==> config.mk <==
export PLATFORM = sky130hd
export DESIGN_NAME = uart_rx_ctrl
export DESIGN_NICKNAME = d
export VERILOG_FILES = /design/src/rtl/uart_rx_pkg.sv /design/src/rtl/uart_rx_sampler.sv /design/src/rtl/uart_rx_ctrl.sv
export SDC_FILE = /design/constraint.sdc
export NUM_CORES = 1
export LEC_CHECK = 0
export CORE_MARGIN = 5
export CORE_UTILIZATION = 44
export DETAILED_ROUTE_END_ITERATION = 10
export PLACE_DENSITY = 0.71
export SLEW_MARGIN = 30
export SYNTH_ARGS = -nofsm -noshare
export SYNTH_HDL_FRONTEND = slang
export SYNTH_HIERARCHICAL = 1
export SYNTH_SLANG_ARGS = --single-unit
==> constraint.sdc <==
create_clock -name CLK -period 3.2 [get_ports CLK]
set_clock_uncertainty 0.2 [all_clocks]
set_input_delay 0.64 -clock CLK [delete_from_list [all_inputs] [get_ports CLK]]
set_output_delay 0.64 -clock CLK [all_outputs]
set_load 0.01 [all_outputs]
==> src/rtl/uart_rx_pkg.sv <==
// Shared types and constants for the UART receive control path.
// Optional feature macro: UART_RX_OVERSAMPLE3_EN (majority-of-3 sampling).
package uart_rx_pkg;

  typedef enum logic [2:0] {
    IDLE,
    START,
    DATA,
    PARITY,
    STOP
  } state_e;

  localparam int START_BIT     = 1;
  localparam int LAST_DATA_BIT = 9;
  localparam int PAR_BIT       = 10;

  localparam int PRESCALE_8  = 8;
  localparam int PRESCALE_16 = 16;
  localparam int PRESCALE_32 = 32;

  function automatic logic maj3(input logic [2:0] s);
    return (s[0] & s[1]) | (s[0] & s[2]) | (s[1] & s[2]);
  endfunction

endpackage

==> src/rtl/uart_rx_sampler.sv <==
// Mid-bit sampler: majority of three samples, or a single mid sample.
// UART_RX_OVERSAMPLE3_EN selects the three-sample variant.
module uart_rx_sampler
  import uart_rx_pkg::*;
#(
  parameter int PW = 6
) (
  input  logic          clk_i,
  input  logic          rst_i,
  input  logic          rx_i,
  input  logic [PW-1:0] prescale_i,
  input  logic [PW-1:0] edge_cnt_i,
  output logic          bit_o
);

  logic [PW-1:0] mid;
  assign mid = prescale_i >> 1;

`ifdef UART_RX_OVERSAMPLE3_EN
  logic [2:0]    smp_q;
  logic [PW-1:0] mid_lo;
  logic [PW-1:0] mid_hi;
  logic          hit;

  assign mid_lo = mid - PW'(1);
  assign mid_hi = mid + PW'(1);
  assign hit    = (edge_cnt_i == mid_lo) ||
                  (edge_cnt_i == mid)    ||
                  (edge_cnt_i == mid_hi);

  always_ff @(posedge clk_i) begin
    if (rst_i) begin
      smp_q <= '0;
    end else if (hit) begin
      smp_q <= {smp_q[1:0], rx_i};
    end
  end

  assign bit_o = maj3(smp_q);
`else
  logic smp_q;

  always_ff @(posedge clk_i) begin
    if (rst_i) begin
      smp_q <= 1'b0;
    end else if (edge_cnt_i == mid) begin
      smp_q <= rx_i;
    end
  end

  assign bit_o = smp_q;
`endif

endmodule

==> src/rtl/uart_rx_ctrl.sv <==
// UART RX control FSM: frames, deserializes and checks one byte.
// Sampling mode set by UART_RX_OVERSAMPLE3_EN (see uart_rx_sampler).
module uart_rx_ctrl
  import uart_rx_pkg::*;
#(
  parameter int DATA_WIDTH     = 8,
  parameter int PRESCALE_WIDTH = 6,
  parameter int BIT_CNT_WIDTH  = 4
) (
  input  logic                      CLK,
  input  logic                      RST,
  input  logic                      RX_IN,
  input  logic [PRESCALE_WIDTH-1:0] prescale,
  input  logic                      PAR_EN,
  input  logic                      PAR_TYP,
  input  logic [PRESCALE_WIDTH-1:0] edge_cnt,
  input  logic [BIT_CNT_WIDTH-1:0]  bit_cnt,
  output logic                      cnt_enable,
  output logic [DATA_WIDTH-1:0]     P_DATA,
  output logic                      data_valid,
  output logic                      par_err,
  output logic                      stp_err,
  output logic                      strt_glitch
);

  state_e                state_q;
  logic [DATA_WIDTH-1:0] shift_q;
  logic                  glitch_q;
  logic                  par_bad_q;
  logic                  dec;
  logic                  bnd;
  logic                  last_data;

  uart_rx_sampler #(
    .PW(PRESCALE_WIDTH)
  ) u_sampler (
    .clk_i     (CLK),
    .rst_i     (RST),
    .rx_i      (RX_IN),
    .prescale_i(prescale),
    .edge_cnt_i(edge_cnt),
    .bit_o     (dec)
  );

  assign bnd        = (edge_cnt == prescale);
  assign last_data  = (bit_cnt == BIT_CNT_WIDTH'(LAST_DATA_BIT));
  assign cnt_enable = (state_q != IDLE);

  always_ff @(posedge CLK) begin
    if (RST) begin
      state_q     <= IDLE;
      shift_q     <= '0;
      glitch_q    <= 1'b0;
      par_bad_q   <= 1'b0;
      P_DATA      <= '0;
      data_valid  <= 1'b0;
      par_err     <= 1'b0;
      stp_err     <= 1'b0;
      strt_glitch <= 1'b0;
    end else begin
      data_valid  <= 1'b0;
      par_err     <= 1'b0;
      stp_err     <= 1'b0;
      strt_glitch <= 1'b0;
      unique case (state_q)
        IDLE: begin
          if (!RX_IN) state_q <= START;
        end
        START: begin
          if (bnd) begin
            glitch_q <= dec;
            state_q  <= DATA;
          end
        end
        DATA: begin
          if (bnd) begin
            shift_q <= {dec, shift_q[DATA_WIDTH-1:1]};
            if (last_data) state_q <= PAR_EN ? PARITY : STOP;
          end
        end
        PARITY: begin
          if (bnd) begin
            par_bad_q <= dec != (^shift_q ^ PAR_TYP);
            state_q   <= STOP;
          end
        end
        STOP: begin
          if (bnd) begin
            state_q   <= IDLE;
            glitch_q  <= 1'b0;
            par_bad_q <= 1'b0;
            // one status per frame, highest-priority fault wins
            if (glitch_q) begin
              strt_glitch <= 1'b1;
            end else if (par_bad_q) begin
              par_err <= 1'b1;
            end else if (!dec) begin
              stp_err <= 1'b1;
            end else begin
              data_valid <= 1'b1;
              P_DATA     <= shift_q;
            end
          end
        end
        default: state_q <= IDLE;
      endcase
    end
  end

endmodule

==> summary.md, run 1 <==
| Metric | Value |
|---|---|
| Placed cell areas | 1710 um^2 |
| Crit path max-delay family | simple AND/OR/NAND/NOR gates |
| Hold path cells | 1 |
| GRT Total Usage | 14.6% |
| Number of port buffers | 33 |
| Die Wd | 64.9 um |
| Post-DR wirelength/cell | 13.5 um |
| Hold Fails Final Rpt | 0 |
| Worst R2R Path Depth | 5 |
| Max Freq | 0.379 GHz |
| Hold Worst Slack | 0.264 ns |
| Hold EP | stp_err |
| Finish-stage setup viols | 0 |
| CP arrival | 2.65 ns |
| First-pass GRT wire length | 4.86 mm |
| # hold bufs at CTS | 0 |
| Drt drc | 0 |
| Initial Utilization | 44.5% |
| Hpwl dp | 2.13 mm |
| Final Instance Area | 1760 um^2 |
| Fin cells | 211 |
| Synth Instances | 142 |
| Yosys warns | 6 |
| Skew-Pair Late Insertion Delay | 0.32 ns |
| Post-synth EDFFs | 0 |
| Die Area | 4210 um^2 |
| Hold/Removal Path Class | flip-flop to flip-flop |
| Yosys reg bits | 26 |
| Routed Antenna Nets | 0 |
| N_diodes | 0 |
| Largest net degree at the start of global routing | 16 |
| Dpl cells | approximately 210 |
| Slew of the pin with the lowest slew margin | 0.588 ns |
| Clk sinks | 26 |
| Row count | 20 |
| Initial antenna violation count | 0 |
| Pwr/cell area | 360 nW/um^2 |
| Max_cap viols | 0 |
| CTS tree | done |
| Die Ht | 64.9 um |
| CP endpoint kind | flip-flop |
| Layout cells sized above 1 | 7.30% |
| Distinct cell type count of the synthesized netlist | 35 |
| CP bufs+invs | 1 |
| CTS Root Cell | clkbuf_4 |
| Tcrit/Tclk final | 82.5% |
| Fin nets | 200 |
| Worst Path Required | 3.21 ns |
| Vias/cell | 5.23 |
| Delay of the slowest critical-path stage | 0.73 ns |
| Post-CTS setup buffers | 0 |
| Clock slew at reported path FFs | around 0.14 ns |
| P&R area growth vs syn | 33.0% |
| Max Slew Vio Count | 0 |
| Crit-path cells | clkdlybuf4s50_1 -> xor2_1 -> a2111o_1 -> or4_1 -> mux2i_1 -> nor2_1 |
| # H-tree levels | 1 |
| HP Start | par_bad_q |
| Synthesized Nets | 163 |
| GRT overflow | 0 |
| Tmin final | between 2 and 3 ns |
| Via count | approximately 1100 |
| # IOs | 34 |
| Async set-reset flop share out of synthesis | 0% |
| Clk buf depth | 2 |
| Setup_tns | 0 ns |
| Syn avg cell area | 9.32 um^2 |
| Peak supply drop | between 0.2 and 0.25 mV |
| Post-synth top flop | dfxtp_1 |
| CTS Buf Count | 3 |
| Worst path slowest cell | or4_1 |
| Gpl congestion | 0.879 |
| Status | complete, no violations |
| Seq/Total Area, Yosys | 39.3% |
| Placeable Area | 2980 um^2 |
| FF-to-FF End | shift_q[4] |
| RSZ-0062 raised after global routing | false |
| Max_slew headroom | around three fifths |
| Setup CP Type | input pin to flip-flop |
| DRT Pass-1 Iters | 4 |
| Starting DRT DRC Count | 34 |
| CTS resizes | 0 |
| Final WL | 2.86 mm |
| Vias in the first global route | 1105 |
| Setup slack, reg-to-reg | 0.98 ns |
| Worst-path maximum fanout | 8 |
| Netlist Area Pre-Place | ~1300 um^2 |
| Type of origin of the critical path | input pin |
| Worst r2r src | state_q[1] |
| Leakage dissipation | between 0.6 and 0.7 nW |
## report_power, final
| part | internal (mW) | switching [mW] | total, mW |
|---|---|---|---|
| combinational | 0.0463 | 0.0353 | 0.0816 |
| clock | 0.127 | 0.0955 | 0.222 |
| sequential | 0.325 | 0.00439 | 0.329 |
## Yosys cell counts, types with 4 or more instances
cell type	count	area share (%)
xor2_1	4	2.6
nor2b_1	4	1.9
nand2b_1	4	1.9
xnor2_1	15	9.9
clkbuf_1	4	1.1
inv_1	4	1.1
dfxtp_1	26	39
mux2i_1	20	15
nor2_1	27	7.7
## registers in the layout, summed over array words and instances, names as in the netlist
| register | flops |
|---|---|
| shift_q | 8 |
| data_valid | 1 |
| par_err | 1 |
| state_q | 3 |
| strt_glitch | 1 |
| P_DATA | 8 |
| par_bad_q | 1 |
| stp_err | 1 |
| glitch_q | 1 |
| u_sampler/bit_o | 1 |
## worst register-to-register path: stages (launching register included)
cell and delay [ns]:
dfxtp_1 0.59, nor2b_1 0.31, nand2b_1 0.08, or4_1 0.65, mux2i_1 0.23, nor2_1 0.05
## cells by family (layout without fill, tap and decap cells)
family	count (synthesis)	in the layout	share of synthesized area, %
xor+xnor	19	19	12.6
mux	20	20	15.1
simple gates	54	54	22.8
compound gates	13	13	7.18
buf+inv	10	46	3.02
flops	26	26	39.3
## final cells by class
cell class | instances | area (um^2)
well taps | 33 | 41.3
clock inverters | 1 | 30.0
flip-flops and latches | 26 | 520
repair buffers | 38 | 368
multi-input cells | 106 | 763
inverters | 4 | 15.0
clock buffers | 3 | 22.5
fillers | 259 | 1220
## per-stage QoR
step                worst slack [ns]  util (%)  total power, mW
floorplan                      0.794         -            0.374
global placement               0.242      57.4            0.415
finish                         0.559      59.1            0.633
global route                   0.458      59.1            0.665
detailed placement             0.216      57.4            0.417
CTS                            0.566      59.1            0.642
## worst max-delay path by stage
stage	from	end	slack, ns	depth (start not counted)
after floorplan	prescale[0]	shift_q[5]	0.79	6
final	prescale[4]	shift_q[4]	0.56	6
after CTS	prescale[4]	shift_q[5]	0.57	6
after detailed placement	prescale[4]	shift_q[5]	0.22	6
after global placement	prescale[4]	shift_q[6]	0.24	6
after global routing	prescale[4]	shift_q[5]	0.46	6
## metal layers
metal | part of all wire, % | global-route usage, % | vias to the layer above
met1 | 47 | 17.4 | 497
met4 | 0.91 | 3.96 | 0
met5 | 0 | 0 | -
met3 | 5.4 | 3.81 | 4
li1 | - | - | 568
met2 | 47 | 25.8 | 35
## layout by cell type, fill, tap and decap left out, drive strengths merged, types with 4 or more instances in the layout
cell type and n:
inv 4, nand2b 4, clkdlybuf4s50 33, nor2 27, xnor2 15, xor2 4
mux2i 20, buf 5, dfxtp 26, nor3 4, nor2b 4
No activity file was read; power rests on OpenSTA's default activity.
==> run 2: changes to the inputs <==
==> constraint.sdc (replaced) <==
create_clock -name CLK -period 2.5 [get_ports CLK]
set_clock_uncertainty 0.2 [all_clocks]
set_input_delay 0.5 -clock CLK [delete_from_list [all_inputs] [get_ports CLK]]
set_output_delay 0.5 -clock CLK [all_outputs]
set_load 0.01 [all_outputs]
==> run 2 against run 1 <==
Combinational power increased by 45%. Highest routed layer unchanged. Final cell count increased by 6.2%. Critical path type unchanged. Clock-buffer cell count increased by 1. Non-clock buffer count increased by 13. Largest cell class unchanged. Flip-flop and latch count unchanged.
==> summary.md, run 2 (synthesized netlist as in run 1, its figures left out) <==
| Metric | Value |
|---|---|
| Via count | 1133 |
| # hold bufs at CTS | 0 |
| Max Slew Vio Count | 0 |
| Post-CTS setup buffers | 0 |
| Type of origin of the critical path | input pin |
| N_diodes | 0 |
| Vias/cell | 5.06 |
| Hold Fails Final Rpt | 0 |
| Die Wd | 64.9 um |
| Max_cap viols | 0 |
| Max Freq | 0.412 GHz |
| Routed Antenna Nets | 0 |
| # fillers | 258 |
| Pre-CTS setup slack | -0.258 ns |
| Setup WS post-layout | 0.0706 ns |
| Starting DRT DRC Count | 12 |
| Die Area | 4210 um^2 |
| Clk buf depth | 2 |
| CP endpoint kind | flip-flop |
| Tcrit/Tclk final | 97.2% |
| GRT Total Usage | 14.6% |
| Fin nets | 213 |
| Die Ht | 64.9 um |
| Final WL | around 2.9 mm |
| Max_slew headroom | 69.4% |
| Setup CP Type | input pin to flip-flop |
| Register area | between 500 and 600 um^2 |
| Placeable Area | 2980 um^2 |
| CTS tree | done |
| Peak supply drop | 0.297 mV |
| Pwr Total | 0.744 mW |
| DRT Pass-1 Iters | 4 |
| P&R area growth vs syn | 40.2% |
| Layout cells sized above 1 | 13.6% |
| Drt drc | 0 |
| First-pass GRT wire length | 4.91 mm |
| # IOs | 34 |
| Switching Share | roughly 23% |
| Seq pwr share | a little under three fifths |
| CTS Buf Count | 3 |
| Hpwl dp | 2.26 mm |
| Number of port buffers | 33 |
| Area taken by multi-input logic gates | 764 um^2 |
| Pwr/cell area | ~400 nW/um^2 |
| # H-tree levels | 1 |
| Worst Path Required | roughly 2.5 ns |
| Status | complete, no violations |
| Finish-stage setup viols | 0 |
| GRT overflow | 0 |
| Power Internal | 0.576 mW |
| Slew of the pin with the lowest slew margin | 0.458 ns |
| Initial antenna violation count | 0 |
| Worst-path maximum fanout | 8 |
| Hold/Removal Path Class | flip-flop to flip-flop |
| Logic pwr share | 15.9% |
| Worst r2r src | state_q[1] |
| Final Instance Area | 1860 um^2 |
| Largest net degree at the start of global routing | 21 |
| Row count | 20 |
| CP Launch Point | prescale[4] |
| Clk sinks | 26 |
| Vias in the first global route | 1075 |
| Psw | 0.168 mW |
| Placed cell areas | 1820 um^2 |
| Highest-count cells in the layout ignoring fill and taps | clkdlybuf4s50_1 (33), nor2_1 (27), dfxtp_1 (26) |
| Post-DR wirelength/cell | 12.8 um |
| Gpl congestion | 0.837 |
| Initial Utilization | ~44% |
| Skew-Pair Late Insertion Delay | about 0.31 ns |
| CP arrival | 2.44 ns |
| HP Start | par_bad_q |
| Most common cell after layout, fill and taps aside | clkdlybuf4s50_1 |
| Clock power share | a little over a quarter |
| Clock slew at reported path FFs | 0.13 ns |
| Tmin final | 2.43 ns |
| Largest regs | P_DATA x8, shift_q x8, state_q x3 |
| Leakage dissipation | around 0.71 nW |
| CTS Root Cell | clkbuf_4 |
[run 2: changes by cell type in the layout (fill, tap and decap cells not counted)]
cell / change
a2111oi_0: -1
bufinv_16: -1
buf_12: +1
buf_4: +12
clkbuf_8: +1
a2111oi_1: +1
[run 2: stage by stage]
| step | std cells | hold WS [ns] | setup TNS [ns] | utilization (%) |
|---|---|---|---|---|
| floorplan | 142 | 0.226 | 0 | - |
| CTS | 224 | 0.259 | 0 | 62.3 |
| global route | 224 | 0.277 | -0.0113 | 62.3 |
| finish | 224 | 0.262 | 0 | 62.3 |
| detailed placement | 220 | 0.236 | -3.55 | 61.1 |
| global placement | 220 | 0.237 | -3.14 | 61.1 |
[run 2: per-layer routing]
metal / wire length (um) / GRT usage [%] / up-vias / part of all wire [%]
met5: 0 / 0 / - / 0
met4: 12 / 2.37 / 0 / 0.42
met3: 117 / 3.12 / 2 / 4.1
met2: 1420 / 25.2 / 25 / 49
met1: 1320 / 18.8 / 519 / 46
li1: - / - / 587 / -
[run 2: final timing paths]
path	end	slack (ns)	cells past startpoint
setup / recovery	shift_q[2]	0.07	7
hold / removal	stp_err	0.26	1
setup reg to reg	shift_q[2]	0.37	6
hold reg to reg	stp_err	0.26	1
[run 2: final cells by class]
cell class              instances  area share [%]
clock buffers                   4            1.96
inverters                       4           0.809
flip-flops and latches         26            28.1
repair buffers                 51            25.8
multi-input cells             106            41.2
well taps                      33            2.23
[run 2: worst max-delay path, stage by stage]
cell,delay [ns]
clkdlybuf4s50_1,0.45
xor2_1,0.17
a2111o_1,0.39
or4_1,0.49
buf_4,0.20
mux2i_1,0.18
nor2_1,0.06
[run 2: power by group through the flow]
stage               registers, mW  logic [mW]  clock network, mW
detailed placement          0.431       0.119                  0
global route                0.423       0.128              0.240
CTS                         0.421       0.119              0.215
global placement            0.431       0.116                  0
finish                      0.421       0.118              0.204
floorplan                   0.427      0.0522                  0
[run 2: what timing repair did]
| action | CTS | global route |
|---|---|---|
| setup endpoints to repair | 0 | 1 |
| gates resized for setup | 0 | 1 |
| hold endpoints to repair | 0 | 0 |
==> run 3: changes to the inputs <==
--- a/config.mk
+++ b/config.mk
@@ -5,6 +5,7 @@
 export SDC_FILE = /design/constraint.sdc
 export NUM_CORES = 1
 export LEC_CHECK = 0
+export CAP_MARGIN = 30
 export CORE_MARGIN = 5
 export CORE_UTILIZATION = 44
 export DETAILED_ROUTE_END_ITERATION = 10
==> results of run 3 <==
Same layout as run 2: the final DEF is identical, and so are final timing and power.
